File: config.mk
export PLATFORM = sky130hd
export DESIGN_NAME = multicycle_control_fsm
export DESIGN_NICKNAME = d
export VERILOG_FILES = /design/src/rtl/multicycle_control_fsm.sv
export SDC_FILE = /design/constraint.sdc
export NUM_CORES = 1
export LEC_CHECK = 0
export ABC_AREA = 1
export BUFFER_PORTS_ARGS = -buffer_cell sky130_fd_sc_hd__clkbuf_2
export CAP_MARGIN = 40
export CORE_ASPECT_RATIO = 1.1
export CORE_MARGIN = 2
export CORE_UTILIZATION = 54
export DETAILED_ROUTE_END_ITERATION = 6
export GPL_ROUTABILITY_DRIVEN = 0
export GPL_TIMING_DRIVEN = 0
export HOLD_SLACK_MARGIN = 0.1
export PLACE_DENSITY = 0.8
export SYNTH_ARGS = -nofsm -noshare
export SYNTH_HDL_FRONTEND = slang
export SYNTH_SLANG_ARGS = --single-unit
File: constraint.sdc
create_clock -name clk -period 3.9 [get_ports clk]
set_input_delay 1.17 -clock clk [delete_from_list [all_inputs] [get_ports clk]]
set_output_delay 1.17 -clock clk [all_outputs]
set_load 0.03 [all_outputs]
File: src/rtl/multicycle_control_fsm.sv
// Multi-cycle MIPS control sequencer: fetch/decode/execute/memory/writeback with memory handshake.
// Optional macro MCFSM_ILLEGAL_TRAP_EN: unknown opcodes lock into TRAP with a sticky illegal_op flag.
module multicycle_control_fsm #(
    parameter int unsigned CNT_W   = 32,
    parameter int unsigned STATE_W = 4
) (
    input  logic               clk,
    input  logic               rst,
    input  logic [5:0]         opcode,
    input  logic               zero,
    input  logic               mem_ready,
    output logic               pc_en,
    output logic               ir_write,
    output logic               i_or_d,
    output logic               mem_read,
    output logic               mem_write,
    output logic               reg_dst,
    output logic               mem_to_reg,
    output logic               reg_write,
    output logic               alu_src_a,
    output logic [1:0]         alu_src_b,
    output logic [1:0]         alu_op,
    output logic [1:0]         pc_source,
    output logic [STATE_W-1:0] state,
    output logic [CNT_W-1:0]   instr_count,
    output logic               illegal_op
);

    typedef enum logic [STATE_W-1:0] {
        FETCH     = STATE_W'(0),
        DECODE    = STATE_W'(1),
        MEM_ADDR  = STATE_W'(2),
        MEM_READ  = STATE_W'(3),
        MEM_WB    = STATE_W'(4),
        MEM_WRITE = STATE_W'(5),
        EXECUTE   = STATE_W'(6),
        R_WB      = STATE_W'(7),
        BRANCH    = STATE_W'(8),
        JUMP      = STATE_W'(9),
        IMM_EXEC  = STATE_W'(10),
        IMM_WB    = STATE_W'(11),
        TRAP      = STATE_W'(12)
    } state_t;

    localparam logic [5:0] OP_RTYPE = 6'b000000;
    localparam logic [5:0] OP_LW    = 6'b100011;
    localparam logic [5:0] OP_SW    = 6'b101011;
    localparam logic [5:0] OP_BEQ   = 6'b000100;
    localparam logic [5:0] OP_BNE   = 6'b000101;
    localparam logic [5:0] OP_J     = 6'b000010;
    localparam logic [5:0] OP_ADDI  = 6'b001000;
    localparam logic [5:0] OP_ANDI  = 6'b001100;
    localparam logic [5:0] OP_ORI   = 6'b001101;
    localparam logic [5:0] OP_SLTI  = 6'b001010;
    localparam logic [5:0] OP_LUI   = 6'b001111;

    state_t           state_q;
    state_t           state_d;
    logic             retire;
    logic [CNT_W-1:0] count_q;

    always_ff @(posedge clk) begin
        if (rst) begin
            state_q <= FETCH;
            count_q <= '0;
        end else begin
            state_q <= state_d;
            if (retire) begin
                count_q <= count_q + CNT_W'(1);
            end
        end
    end

`ifdef MCFSM_ILLEGAL_TRAP_EN
    logic illegal_q;

    always_ff @(posedge clk) begin
        if (rst) begin
            illegal_q <= 1'b0;
        end else if (state_d == TRAP) begin
            illegal_q <= 1'b1;
        end
    end

    assign illegal_op = illegal_q;
`else
    assign illegal_op = 1'b0;
`endif

    always_comb begin
        state_d    = state_q;
        pc_en      = 1'b0;
        ir_write   = 1'b0;
        i_or_d     = 1'b0;
        mem_read   = 1'b0;
        mem_write  = 1'b0;
        reg_dst    = 1'b0;
        mem_to_reg = 1'b0;
        reg_write  = 1'b0;
        alu_src_a  = 1'b0;
        alu_src_b  = 2'b00;
        alu_op     = 2'b00;
        pc_source  = 2'b00;

        case (state_q)
            FETCH: begin
                mem_read  = 1'b1;
                alu_src_b = 2'b01;
                pc_en     = mem_ready;
                ir_write  = mem_ready;
                if (mem_ready) begin
                    state_d = DECODE;
                end
            end
            DECODE: begin
                alu_src_b = 2'b11;
                case (opcode)
                    OP_LW, OP_SW:                              state_d = MEM_ADDR;
                    OP_RTYPE:                                  state_d = EXECUTE;
                    OP_BEQ, OP_BNE:                            state_d = BRANCH;
                    OP_J:                                      state_d = JUMP;
                    OP_ADDI, OP_ANDI, OP_ORI, OP_SLTI, OP_LUI: state_d = IMM_EXEC;
`ifdef MCFSM_ILLEGAL_TRAP_EN
                    default:                                   state_d = TRAP;
`else
                    default:                                   state_d = FETCH;
`endif
                endcase
            end
            MEM_ADDR: begin
                alu_src_a = 1'b1;
                alu_src_b = 2'b10;
                state_d   = (opcode == OP_SW) ? MEM_WRITE : MEM_READ;
            end
            MEM_READ: begin
                mem_read = 1'b1;
                i_or_d   = 1'b1;
                if (mem_ready) begin
                    state_d = MEM_WB;
                end
            end
            MEM_WB: begin
                mem_to_reg = 1'b1;
                reg_write  = 1'b1;
                state_d    = FETCH;
            end
            MEM_WRITE: begin
                mem_write = 1'b1;
                i_or_d    = 1'b1;
                if (mem_ready) begin
                    state_d = FETCH;
                end
            end
            EXECUTE: begin
                alu_src_a = 1'b1;
                alu_op    = 2'b10;
                state_d   = R_WB;
            end
            R_WB: begin
                reg_dst   = 1'b1;
                reg_write = 1'b1;
                state_d   = FETCH;
            end
            BRANCH: begin
                alu_src_a = 1'b1;
                alu_op    = 2'b01;
                pc_source = 2'b01;
                pc_en     = (opcode == OP_BEQ) ? zero : ~zero;
                state_d   = FETCH;
            end
            JUMP: begin
                pc_source = 2'b10;
                pc_en     = 1'b1;
                state_d   = FETCH;
            end
            IMM_EXEC: begin
                alu_src_a = 1'b1;
                alu_src_b = 2'b10;
                alu_op    = (opcode == OP_ADDI) ? 2'b00 : 2'b11;
                state_d   = IMM_WB;
            end
            IMM_WB: begin
                reg_write = 1'b1;
                state_d   = FETCH;
            end
`ifdef MCFSM_ILLEGAL_TRAP_EN
            TRAP: begin
                state_d = TRAP;
            end
`endif
            default: begin
                state_d = FETCH;
            end
        endcase

        // Reset aborts the instruction in flight: no side effects in the reset cycle.
        if (rst) begin
            pc_en     = 1'b0;
            ir_write  = 1'b0;
            mem_read  = 1'b0;
            mem_write = 1'b0;
            reg_write = 1'b0;
        end
    end

    assign retire      = (state_d == FETCH) && (state_q != FETCH);
    assign state       = state_q;
    assign instr_count = count_q;

endmodule

==> run_results.csv <==
group,metric,value,unit
clock_tree,cts_root_buf,"clkbuf_8",
power_and_ir_drop,ir_worst_vdd,0.106,mV
clock_tree,clkSinkCount,36,
outcome,run_status,"completed",
setup_path,cp_data_arrival_time,2.46,ns
synth,synth_top_family_by_area,"simple AND/OR/NAND/NOR gates",
global_route,global_route.overflow_total,0,
global_route,grt_max_degree,11,
synth,synth_edf_count,0,
placed_design,dp_hpwl,5880,um
die,initial_core_util,54.9,%
synth,synth-compound-area-share,8.31,%
detailed_routing,avg_wl_per_cell,12.7,um
synth,post_synth_mux_area_share,0,%
power_and_ir_drop,netSwitchingFraction,29.2,%
die,die_w,71.5,um
clock_tree,post_cts_resized,0,
final_layout,drive_gt1_share,17.6,%
synth,yosysSeqAreaShare,26.6,%
placed_design,place.port_buffers,60,
sta,final.setup_skew,0.00652,ns
clock_tree,cts_made_buffers,5,
power_and_ir_drop,seqPwrFrac,48.0,%
synth,post_synth_xor_area_fraction,4.85,%
power_and_ir_drop,cellInternalPower,0.554,mW
die,core_region_area,0.00493,mm^2
setup_path,cp.required,2.73,ns
synth,synth_area,0.00271,mm^2
sta,totalNegativeSetupSlack,0,ns
die,die-area,0.00560,mm^2
synth,yosys.area.top_type_share,26.6,%
power_and_ir_drop,static-leakage-power,1.39,nW
detailed_routing,route.detailed.vias_per_inst,5.31,
synth,synth_fp_nets,467,
global_route,track_usage,27.4,%
global_route,antenna_found_initial,0,
final_layout,layout_stage_area_growth_over_the_synthesis_result,17.1,%
sta,worst_pin_slew,0.527,ns
synth,yosys_most_used_dff,"dfxtp_1",
synth,ys_types,26,
worst_hold_path,timing.hold.worst.class,"flop to flop",
global_route,grt_pass1_vias,2804,
synth,synth_simple_gate_area_share,49.0,%
clock_tree,cts_hold_buffers,0,
global_route,first_pass_grt_wire_length,12400,um
die,io-pin-count,62,
synth,cell_with_the_most_instances_after_synthesis,"nand2_1",
power_and_ir_drop,power,0.782,mW
final_layout,antenna_cells,0,
synth,synthTopCellsByCount,"149 x nand2_1, 64 x nor2_1, 45 x nand3_1, 42 x inv_1, 39 x a21oi_1",
synth,synth_seq_cells,36,
power_and_ir_drop,power_per_cell_area,247,mW/mm^2
synth,yosys.area_share.adder,0.462,%
final_layout,num-fill-cells,467,
sta,finalWorstPathRequiredPeriod,3.63,ns
power_and_ir_drop,switching_power,0.228,mW
setup_path,worst-setup-path-type,"input pin to output pin",
setup_path,worstSetupStartpointType,"input pin",
clock_tree,worst_setup_hold_path_clk_slew,0.08,ns
sta,rsz0062_at_grt,"false",
sta,final-hold-violation-count,0,
synth,ys_warn_count,0,
clock_tree,clock_path_buffers,2,
power_and_ir_drop,pwr-share-clk,36.2,%
setup_path,end_kind,"output pin",
detailed_routing,first_pass_iters,5,
sta,fmaxAchievable,0.275,GHz
die,die-height,78.3,um
synth,cell_taking_the_most_area_after_synthesis,"dfxtp_1",
clock_tree,cts_tree,"built",
sta,max_slew_headroom,64.9,%
detailed_routing,postRouteWirelength,7400,um
detailed_routing,drt.antenna.violating_nets,0,
detailed_routing,vias,3088,
synth,synth_area_per_cell,5.94,um^2
sta,setup_viol,0,
final_layout,finalInstanceArea,0.00317,mm^2
final_layout,finish.utilization,64.3,%
clock_tree,cts_htree_levels,2,
die,fp-row-count,27,
setup_path,crit_path_max_fanout,4,
synth,synth_cells,456,
power_and_ir_drop,relative_contribution_of_combinational_cells_to_total_power,15.8,%
sta,number_of_max_slew_violations_in_the_final_report,0,
synth,synth_area_leaders,"dfxtp_1 27%, nand2_1 21%, nor2_1 8.9%",
synth,postSynth.asyncResetShare,0,%
detailed_routing,route.detailed.drc,0,
placed_design,post_dp_cell_area,0.00308,mm^2
sta,final_min_period_over_clock_period,93.1,%
detailed_routing,drt_iter0_markers,239,
clock_tree,clock_latency_on_the_worst_skew_pair,0.30,ns
clock_tree,cts_post_setup_buffers_inserted,0,
final_layout,num-nets-final,534,
job,drv.max_cap_violation_count,0,
## routing by layer
metal  vias up  share of wire [%]  track usage [%]
li1       1585                  -                -
met3        20                4.9             5.65
met4         0                3.1             13.0
met5         -                  0                0
met2       105                 49             45.4
met1      1378                 43             33.7
## layout make-up
cell class              count  area, um^2  area share, %
inverters                  44         165           5.21
multi-input cells         362        1700           53.6
well taps                  58        72.6           2.29
clock buffers               8        90.1           2.84
repair buffers             60         300           9.47
plain buffers              14         124           3.91
flip-flops and latches     36         721           22.7
## placed cells by master, fill, tap and decap left out, types with 9 or more instances in the layout
cell type | synthesis | final
nand2_1 | 149 | 149
xor2_1 | 14 | 14
nor3_1 | 12 | 12
buf_6 | 9 | 9
nor2_1 | 64 | 64
inv_1 | 42 | 42
dfxtp_1 | 36 | 36
a21oi_1 | 39 | 39
nand3b_1 | 12 | 12
clkbuf_2 | 0 | 60
nand3_1 | 45 | 45
## power groups by stage
stage	registers [mW]	logic, mW	clock network (mW)
2_1_floorplan	0.388	0.0853	0
3_3_place_gp	0.383	0.122	0
3_5_place_dp	0.384	0.123	0
4_1_cts	0.375	0.123	0.282
5_1_grt	0.376	0.134	0.308
6_report	0.375	0.124	0.283
## kinds of logic (layout without fill, tap and decap cells)
group / after synthesis / after routing
and+or+nand+nor: 301 / 301
adders and majority gates: 1 / 1
xor gates and xnor gates: 15 / 15
other: 1 / 1
DFF: 36 / 36
buffers and inverters: 58 / 126
AOI/OAI and AO/OA: 44 / 44
## critical path, cell delays in order
cell and delay (ns):
clkbuf_2 0.10, nor2_1 0.24, nand2_1 0.12, nor2_1 0.17, nand2_1 0.10, a21oi_1 0.12, o21ai_0 0.09, a31oi_1 0.13
clkbuf_2 0.23
## registers in the layout, summed over array words and instances, names as in the netlist
name,flops
instr_count,32
state,4
## stage by stage
stage          instances  setup slack (ns)  hold slack, ns
2_1_floorplan        456             0.421           0.602
3_3_place_gp         574             0.351           0.475
3_5_place_dp         574             0.312           0.486
4_1_cts              582             0.298           0.498
5_1_grt              582             0.104           0.532
6_report             582             0.268           0.494
## path summary, 6_finish.rpt
kind	from	cells past startpoint	slack (ns)	to
worst max-delay path	opcode[5]	9	0.27	pc_en
worst min-delay path	instr_count[5]	2	0.49	instr_count[5]
worst max register to register	instr_count[0]	8	1.79	instr_count[16]
worst min register to register	instr_count[5]	2	0.49	instr_count[5]
Note: power is estimated with default switching activity, not from simulation.
